## src/rtl/window_comparator.sv

```systemverilog
// window_comparator: registered multi-channel window comparator.
// One N-bit sample stream is checked against CH programmable [lo, hi]
// windows. Each channel reports in_win / below / above with a fixed
// two-cycle latency. A window with lo > hi wraps around the end of the range.
// Optional feature macro: WINCMP_EDGE_EN adds the per-channel enter/exit
// pulses and the history registers that drive them.
module window_comparator #(
  parameter int N      = 10,
  parameter int CH     = 4,
  parameter int SIGNED = 0,
  localparam int CW    = (CH > 1) ? $clog2(CH) : 1
) (
  input  logic          clk,
  input  logic          rst_n,
  input  logic          cfg_we,
  input  logic [CW-1:0] cfg_ch,
  input  logic [N-1:0]  cfg_lo,
  input  logic [N-1:0]  cfg_hi,
  input  logic          in_valid,
  input  logic [N-1:0]  in_value,
  output logic          out_valid,
  output logic [CH-1:0] in_win,
  output logic [CH-1:0] below,
  output logic [CH-1:0] above
`ifdef WINCMP_EDGE_EN
  ,
  output logic [CH-1:0] enter,
  output logic [CH-1:0] exit
`endif
);

  // Per-channel bounds.
  logic [N-1:0]  r_lo [CH];
  logic [N-1:0]  r_hi [CH];

  // Raw compares of the incoming sample against the current bounds.
  logic [CH-1:0] w_ge_lo;
  logic [CH-1:0] w_le_hi;
  logic [CH-1:0] w_wrap;

  // Stage 1 registers.
  logic          r_s1_valid;
  logic [CH-1:0] r_s1_ge_lo;
  logic [CH-1:0] r_s1_le_hi;
  logic [CH-1:0] r_s1_wrap;

  // Stage 2 combine and output registers.
  logic [CH-1:0] w_in;
  logic [CH-1:0] w_below;
  logic [CH-1:0] w_above;
  logic          r_out_valid;
  logic [CH-1:0] r_in_win;
  logic [CH-1:0] r_below;
  logic [CH-1:0] r_above;

  // Bound registers: a write to channel c lands only when cfg_ch equals c,
  // so indices >= CH never match any channel and are silently dropped.
  // NOTE: the bound array is small and its reset value is architecturally
  // visible (full-range windows), so it is reset like any other register.
  always_ff @(posedge clk or negedge rst_n) begin
    if (!rst_n) begin
      for (int c = 0; c < CH; c++) begin
        r_lo[c] <= '0;
        r_hi[c] <= '1;
      end
    end else if (cfg_we) begin
      for (int c = 0; c < CH; c++) begin
        if (cfg_ch == CW'(c)) begin
          // NOTE: non-blocking assignment keeps the old bounds visible to
          // the sample compared in this same cycle.
          r_lo[c] <= cfg_lo;
          r_hi[c] <= cfg_hi;
        end
      end
    end
  end

  // Raw N-bit compares, signed or unsigned by elaboration-time choice.
  for (genvar c = 0; c < CH; c++) begin : g_cmp
    if (SIGNED != 0) begin : g_signed
      assign w_ge_lo[c] = $signed(in_value) >= $signed(r_lo[c]);
      assign w_le_hi[c] = $signed(in_value) <= $signed(r_hi[c]);
      assign w_wrap[c]  = $signed(r_lo[c])  >  $signed(r_hi[c]);
    end else begin : g_unsigned
      assign w_ge_lo[c] = in_value >= r_lo[c];
      assign w_le_hi[c] = in_value <= r_hi[c];
      assign w_wrap[c]  = r_lo[c]  >  r_hi[c];
    end
  end

  // Stage 1: capture valid and the raw compares.
  always_ff @(posedge clk or negedge rst_n) begin
    if (!rst_n) begin
      r_s1_valid <= 1'b0;
      r_s1_ge_lo <= '0;
      r_s1_le_hi <= '0;
      r_s1_wrap  <= '0;
    end else begin
      r_s1_valid <= in_valid;
      r_s1_ge_lo <= w_ge_lo;
      r_s1_le_hi <= w_le_hi;
      r_s1_wrap  <= w_wrap;
    end
  end

  // Stage 2 combine: normal windows need both compares, wrap windows either;
  // below/above only exist for normal windows. Flags are zero without valid.
  always_comb begin
    // NOTE: every output of this block gets a default first, so no path
    // can leave one unassigned and infer a latch.
    w_in    = '0;
    w_below = '0;
    w_above = '0;
    if (r_s1_valid) begin
      w_in    = (r_s1_wrap & (r_s1_ge_lo | r_s1_le_hi)) |
                (~r_s1_wrap & r_s1_ge_lo & r_s1_le_hi);
      w_below = ~r_s1_wrap & ~r_s1_ge_lo;
      w_above = ~r_s1_wrap & ~r_s1_le_hi;
    end
  end

  // Stage 2: register the final flags.
  always_ff @(posedge clk or negedge rst_n) begin
    if (!rst_n) begin
      r_out_valid <= 1'b0;
      r_in_win    <= '0;
      r_below     <= '0;
      r_above     <= '0;
    end else begin
      r_out_valid <= r_s1_valid;
      r_in_win    <= w_in;
      r_below     <= w_below;
      r_above     <= w_above;
    end
  end

  assign out_valid = r_out_valid;
  assign in_win    = r_in_win;
  assign below     = r_below;
  assign above     = r_above;

`ifdef WINCMP_EDGE_EN
  logic [CH-1:0] r_prev;

  // History of in_win from the last valid output; bubbles leave it alone.
  always_ff @(posedge clk or negedge rst_n) begin
    if (!rst_n) begin
      r_prev <= '0;
    end else if (r_out_valid) begin
      r_prev <= r_in_win;
    end
  end

  assign enter = {CH{r_out_valid}} &  r_in_win & ~r_prev;
  assign exit  = {CH{r_out_valid}} & ~r_in_win &  r_prev;
`endif

endmodule

```

## config.mk

```make
export PLATFORM = sky130hd
export DESIGN_NAME = window_comparator
export DESIGN_NICKNAME = d
export VERILOG_FILES = /design/src/rtl/window_comparator.sv
export SDC_FILE = /design/constraint.sdc
export NUM_CORES = 1
export LEC_CHECK = 0
export ABC_AREA = 1
export BUFFER_PORTS_ARGS = -buffer_cell sky130_fd_sc_hd__buf_2
export CAP_MARGIN = 0
export CORE_MARGIN = 2
export CORE_UTILIZATION = 55
export DETAILED_ROUTE_END_ITERATION = 16
export GPL_TIMING_DRIVEN = 0
export PLACE_DENSITY_LB_ADDON = 0.1
export SETUP_SLACK_MARGIN = 0.4
export SYNTH_ARGS = -nofsm -noshare
export SYNTH_HDL_FRONTEND = slang
export SYNTH_SLANG_ARGS = --single-unit
```

## constraint.sdc

```tcl
create_clock -name clk -period 1.5 [get_ports clk]
set_input_delay 0.15 -clock clk [delete_from_list [all_inputs] [get_ports clk]]
set_output_delay 0.15 -clock clk [all_outputs]
set_load 0.05 [all_outputs]
```

==> results of run 1 <==
timing repair:
action / in CTS / in global routing
setup endpoints to repair: 20 / 24
gates resized for setup: 86 / 185
buffers inserted: 1 / 8
pin swaps: 35 / 75
endpoints found under the hold margin: 36 / 35
area by class of cell:
class,instances,area [µm²],area share
Inverter,157,614,0.0662
Clock buffer,10,239,0.0257
Timing Repair Buffer,59,403,0.0434
Clock inverter,6,48.8,0.00526
Multi-Input combinational cell,560,4930,0.531
Tap cell,172,215,0.0232
Buffer,16,124,0.0133
Sequential cell,106,2710,0.292
worst paths after layout:
| path | startpoint | end | slack [ns] | depth (start not counted) |
|---|---|---|---|---|
| setup / recovery | r_hi[29]$_DFFE_PN1P_ | r_s1_wrap[1]$_DFF_PN0_ | -0.06 | 8 |
| hold / removal | rst_n | r_s1_le_hi[1]$_DFF_PN0_ | -0.14 | 1 |
| setup reg to reg | r_hi[29]$_DFFE_PN1P_ | r_s1_wrap[1]$_DFF_PN0_ | -0.06 | 8 |
| hold reg to reg | r_s1_ge_lo[0]$_DFF_PN0_ | below[0]$_DFF_PN0_ | 0.44 | 1 |
| max in group asynchronous | rst_n | r_hi[30]$_DFFE_PN1P_ | 0.88 | 2 |
| min in group clk | cfg_lo[2] | r_lo[22]$_DFFE_PN0P_ | 0.13 | 3 |
per-stage QoR:
stage	hold slack [ns]	worst slack, ns
2_1_floorplan	-0.146	0.178
3_3_place_gp	0.260	-0.780
3_5_place_dp	0.259	-0.101
4_1_cts	-0.106	0.0120
5_1_grt	-0.0757	-0.0793
6_report	-0.141	-0.0572
Yosys cell counts:
library cell and n:
nand3_2 1, nor2_2 1, o21a_1 4, buf_6 5
o21bai_1 4, nand4_1 4, buf_4 5, dfstp_2 40
inv_1 156, nor3_1 8, nand3_1 21, ha_1 120
a21oi_1 38, dfrtp_1 66, nand2_2 1, buf_2 6
a21o_1 4, o21ai_0 12, nand2_1 215, o21ai_1 50
inv_2 1, o21ai_2 30, nor2_1 47
cell families (layout without fill, tap and decap cells):
logic type	after synthesis	after routing	share of synthesized area
AOI/OAI and AO/OA	142	142	0.123
adders and majority gates	120	120	0.216
buffers and inverters	173	248	0.103
DFF	106	106	0.389
and+or+nand+nor	298	298	0.169
power by group:
| group | internal [mW] | total [mW] | switching [mW] |
|---|---|---|---|
| combinational | 1.96 | 4.63 | 2.67 |
| clock | 1.19 | 2.32 | 1.13 |
| sequential | 3.51 | 3.99 | 0.477 |
| total | 6.66 | 10.9 | 4.27 |
state kept, by name (all words and copies together), names as in the netlist:
signal,cells
r_s1_ge_lo,4
r_s1_le_hi,4
r_s1_valid,1
r_s1_wrap,4
in_win,4
below,4
above,4
out_valid,1
r_hi,40
r_lo,40
layer usage:
metal  part of all wire  up-vias  GRT usage
li1                   -     2818          -
met1               0.44     2808      0.349
met2               0.49      140      0.446
met3              0.043       38     0.0592
met4              0.022        0     0.0698
met5                  0        -          0
==> results.ini, run 1 <==
[outcome]
status = complete, but fails checks
failed_checks = negative hold slack, negative setup slack

[setup_path]
cp-start-kind = flop
max_stage_delay_ns = 0.55
cp_max_fo = 3
crit_top_cell = nor2_2
cp_top_family = flip-flops
crit_arrival_ns = 1.84
crit_required_ns = 1.78
endpoint_kind = flop
critPathBufInv = 2
cpMaxStageDelayCell = dfstp_2
path_cells = inv_2 > ha_4 > nand2_4 > nor2_4 > inv_1 > a21oi_2 > nor2_2 > nor2_2
critPathKind = reg2reg

[drt]
dr.pass1.iters = 5
routedWlPerCell_um = 16.8
ant_nets = 0
routed_wl_um = 18200
via_count = 5804
drt_iter0_markers = 280
drc = 0
via_per_inst = 5.34

[logic_synthesis]
yosys.area.top_type_share = 0.238
synth_area_um2 = 6950
seq_area_frac_synth = 0.389
synth-seq-cells = 106
yosysWarnings = 0
syn_nets = 995
syn_area_per_cell_um2 = 8.28
synthCells = 839
synth.distinct_cells = 23
yosys-top-cells-area = dfrtp_1, ha_1, dfstp_2
synth_top_area_cell = dfrtp_1

[place]
dpl.cell_count = 1060
gp_congestion = 0.828
dpl-instance-area_um2 = 7700
dp_hpwl_um = 13300
portBuffers = 48

[sta]
clock_skew_ns = 0.00795
timing.final.max_slew_violations = 0
tns_ns = -0.0860
setup_ws_ns = -0.0572
period_minus_slack_ns = 1.56
fin_crit_sh = 1.04
hold_ws_ns = -0.141
relSlewSlack = 0.470
rsz0062_at_grt = yes
max_freq_mhz = 642
finalHoldViolCount = 35
tightestPinTransition_ns = 0.795
setup_violations = 2

[global_routing]
grt_usage = 0.266
grt_pass1_vias = 5582
grt_remaining_overflow = 0
antenna_found_initial = 0
grt_pass1_wl_um = 27300
grt_max_degree = 65

[cells_and_area]
antenna_cells = 0
fillCellCount = 847
drive_gt1_frac = 0.451
area_growth_syn_to_layout_pct = 33.6
postLayoutCoreUtil = 0.745
layout.cells.non_filler = 1086
layout_common_cells = nand2_1, inv_1, ha_4
final_cell_area_um2 = 9280
final_common_cell = nand2_1
nets = 1065

[power_and_ir_drop]
power_density_nw_per_um2 = 1180
p_leak_nw = 4.27
vdd_ir_drop_max_uv = 1100
fin_total_pwr_mw = 10.9

[clock_network]
cts_buffer_depth = 2
path_clk_slew_ns = 0.07
cts-buffers-inserted = 9
cts-htree-levels = 3
hold_buffers = 1
cts_tree = built
insertion_delay_ns = 0.36
cts.sinks = 106
root_buffer = clkbuf_16

[die]
rows = 41
core_area_um2 = 12500
start_util = 0.557
die_h_um = 116
die-area_um2 = 13500
io_pins = 49
fp.dieW_um = 116

[min_path]
hp-class = in2async

[flow_run]
maxCapViolations = 0

Note: power is estimated with default switching activity, not from simulation.
==> run 2, diff against run 1 <==
--- a/config.mk
+++ b/config.mk
@@ -9,7 +9,7 @@
 export BUFFER_PORTS_ARGS = -buffer_cell sky130_fd_sc_hd__buf_2
 export CAP_MARGIN = 0
 export CORE_MARGIN = 2
-export CORE_UTILIZATION = 55
+export CORE_UTILIZATION = 45
 export DETAILED_ROUTE_END_ITERATION = 16
 export GPL_TIMING_DRIVEN = 0
 export PLACE_DENSITY_LB_ADDON = 0.1
==> constraint.sdc (replaced) <==
create_clock -name clk -period 1.9 [get_ports clk]
set_input_delay 0.19 -clock clk [delete_from_list [all_inputs] [get_ports clk]]
set_output_delay 0.19 -clock clk [all_outputs]
set_load 0.05 [all_outputs]
==> run 2 against run 1 <==
  * The flow now finishes without violations
  * Sequential power fell by 22%
  * Worst hold slack improved by 0.36 ns
  * Cell count rose by 1.1%
  * Fmax rose by 3.7%
  * Critical path depth did not move
  * Wire length rose by 7.1%
  * Design area fell by 8.1%
  * Global-route usage fell by 2.4 points
  * Register-to-register slack improved by 0.46 ns
  * Combinational power fell by 36%
  * Setup slack improved by 0.46 ns
==> results.ini, run 2 (synthesized netlist as in run 1, its figures left out) <==
[clock_network]
root_buffer = clkbuf_16  ; unchanged
path_clk_slew_ns = 0.07  ; about the same
insertion_delay_ns = 0.36  ; about the same
cts_buffer_depth = 2  ; unchanged
cts-buffers-inserted = 9  ; unchanged
cts_tree = built  ; unchanged
cts.sinks = 106  ; unchanged
cts-htree-levels = 3  ; unchanged

[setup_path]
rr_endpoint = r_s1_wrap[0]$_DFF_PN0_  ; was r_s1_wrap[1]$_DFF_PN0_
cp-startpoint = r_hi[39]$_DFFE_PN1P_  ; was r_hi[29]$_DFFE_PN1P_
crit_required_ns = 2.17  ; was 1.78 ns
crit_arrival_ns = 1.77  ; was 1.84 ns
endpoint = r_s1_wrap[0]$_DFF_PN0_  ; was r_s1_wrap[1]$_DFF_PN0_
cp-start-kind = flop  ; unchanged
worstRegToRegCells = 8  ; unchanged
r2r-start = r_hi[39]$_DFFE_PN1P_  ; was r_hi[29]$_DFFE_PN1P_
critPathKind = reg2reg  ; unchanged
cp_max_fo = 3  ; unchanged
r2r_slack_ns = 0.40  ; was -0.06 ns
endpoint_kind = flop  ; unchanged

[cells_and_area]
largestRegisters = r_hi x40, r_lo x40  ; unchanged
final_common_cell = nand2_1  ; unchanged
ff_latch_area_um2 = 2700  ; was 2710 µm²
fillCellCount = 1378  ; was 847
area_growth_syn_to_layout_pct = 22.8  ; was 33.6%
final_cell_area_um2 = 8530  ; was 9280 µm²
layout_common_cells = nand2_1, inv_1, ha_1  ; was nand2_1, inv_1, ha_4
multi_input_area_um2 = 4190  ; was 4930 µm²
drive_gt1_frac = 0.295  ; was 0.451
nets = 1061  ; was 1065
antenna_cells = 0  ; unchanged
postLayoutCoreUtil = 0.563  ; was 0.745

[die]
core_area_um2 = 15100  ; was 12500 µm²
rows = 45  ; was 41
fp.dieW_um = 128  ; was 116 µm
die-area_um2 = 16400  ; was 13500 µm²
io_pins = 49  ; unchanged
start_util = 0.459  ; was 0.557
die_h_um = 128  ; was 116 µm

[power_and_ir_drop]
intPower_mw = 5.38  ; was 6.66 mW
p_clk_frac = 0.275  ; was 0.212
swShare = 0.360  ; was 0.391
power_switching_mw = 3.02  ; was 4.27 mW
power_frac_seq = 0.371  ; was 0.365
fin_total_pwr_mw = 8.40  ; was 10.9 mW
power_density_nw_per_um2 = 984  ; was 1180 nW/µm²
combPwrFrac = 0.354  ; was 0.423
p_leak_nw = 4.22  ; was 4.27 nW
vdd_ir_drop_max_uv = 469  ; was 1100 µV

[sta]
tightestPinTransition_ns = 0.560  ; was 0.795 ns
rsz0062_at_grt = yes  ; unchanged
timing.final.max_slew_violations = 0  ; unchanged
hold_ws_ns = 0.219  ; was -0.141 ns
max_freq_mhz = 666  ; was 642 MHz
relSlewSlack = 0.627  ; was 0.470
clock_skew_ns = 0.00936  ; was 0.00795 ns
period_minus_slack_ns = 1.50  ; was 1.56 ns
setup_violations = 0  ; was 2
finalHoldViolCount = 0  ; was 35
fin_crit_sh = 0.790  ; was 1.04
setup_ws_ns = 0.399  ; was -0.0572 ns

[global_routing]
grt_pass1_wl_um = 29100  ; was 27300 µm
grt_remaining_overflow = 0  ; unchanged
grt_pass1_vias = 5615  ; was 5582
antenna_found_initial = 0  ; unchanged
grt_max_degree = 67  ; was 65
grt_usage = 0.242  ; was 0.266

[place]
dp_hpwl_um = 13700  ; was 13300 µm
gp_congestion = 0.798  ; was 0.828
pre_cts_ws_ns = 0.301  ; was -0.101 ns
portBuffers = 48  ; unchanged
dpl-instance-area_um2 = 7450  ; was 7700 µm²

[drt]
via_count = 5708  ; was 5804
routedWlPerCell_um = 17.8  ; was 16.8 µm
dr.pass1.iters = 5  ; unchanged
routed_wl_um = 19500  ; was 18200 µm
via_per_inst = 5.20  ; was 5.34
drt_iter0_markers = 360  ; was 280
ant_nets = 0  ; unchanged
drc = 0  ; unchanged

[min_path]
hp-class = in2reg  ; was in2async

[outcome]
status = completed  ; was complete, but fails checks

[flow_run]
maxCapViolations = 0  ; unchanged

run 2: cell types whose count changed in the layout (fill, tap and decap cells not counted), sizes merged:
cell | previous run | this run
dlygate4sd3 | 1 | 2
inv | 160 | 157
clkinvlp | 3 | 0
clkinv | 0 | 2
bufinv | 0 | 4
buf | 74 | 69
run 2: metrics by stage:
step / setup TNS [ns] / std cells
final: 0 / 1098
after global routing: 0 / 1098
after CTS: 0 / 1094
after detailed placement: 0 / 1076
after global placement: -35.06 / 1075
after floorplan: 0 / 839
run 2: worst min path at each step:
stage | from | slack (ns) | to | cells after the start
after global placement | in_valid | 0.30 | r_s1_valid$_DFF_PN0_ | 1
after floorplan | rst_n | -0.11 | above[0]$_DFF_PN0_ | 0
after CTS | cfg_lo[5] | 0.21 | r_lo[25]$_DFFE_PN0P_ | 3
after global routing | cfg_lo[5] | 0.23 | r_lo[25]$_DFFE_PN0P_ | 3
after detailed placement | rst_n | 0.22 | r_s1_ge_lo[3]$_DFF_PN0_ | 1
final | cfg_lo[0] | 0.22 | r_lo[0]$_DFFE_PN0P_ | 3
run 2: cell type report:
cell class,count,share of cell area
Buffer,16,0.0145
Sequential cell,106,0.317
Inverter,157,0.0702
Multi-Input combinational cell,560,0.491
Clock inverter,6,0.0153
Tap cell,188,0.0276
Clock buffer,10,0.0268
Timing Repair Buffer,55,0.0375
run 2: repair_timing:
action                     in CTS  in global routing
setup buffers                   0                  4
resized for setup              23                104
hold buffers                    2                  0
hold endpoints to repair       38                  0
pin swaps                       9                 33
setup endpoints to repair       8                  8
run 2: critical path, cell delays in order (launching register included):
cell,delay [ns]
dfstp_2,0.54
inv_2,0.06
ha_4,0.27
nand2_4,0.05
nor2_4,0.15
inv_2,0.05
a21oi_2,0.11
nor2_1,0.06
nor2_1,0.14
run 2: routing by layer:
| metal | vias to the layer above | wire, µm | track usage |
|---|---|---|---|
| met1 | 2722 | 8770 | 0.329 |
| met5 | - | 0 | 0 |
| met3 | 26 | 1040 | 0.0396 |
| met4 | 0 | 444 | 0.0743 |
| met2 | 144 | 9260 | 0.397 |
| li1 | 2816 | - | - |
run 2: power groups by stage:
stage	Clock, mW	Sequential, mW	Combinational, mW
CTS	2.33	3.06	2.50
detailed placement	0	3.09	2.40
global route	2.44	3.18	3.38
finish	2.31	3.12	2.97
floorplan	0	3.21	1.55
global placement	0	3.07	2.26
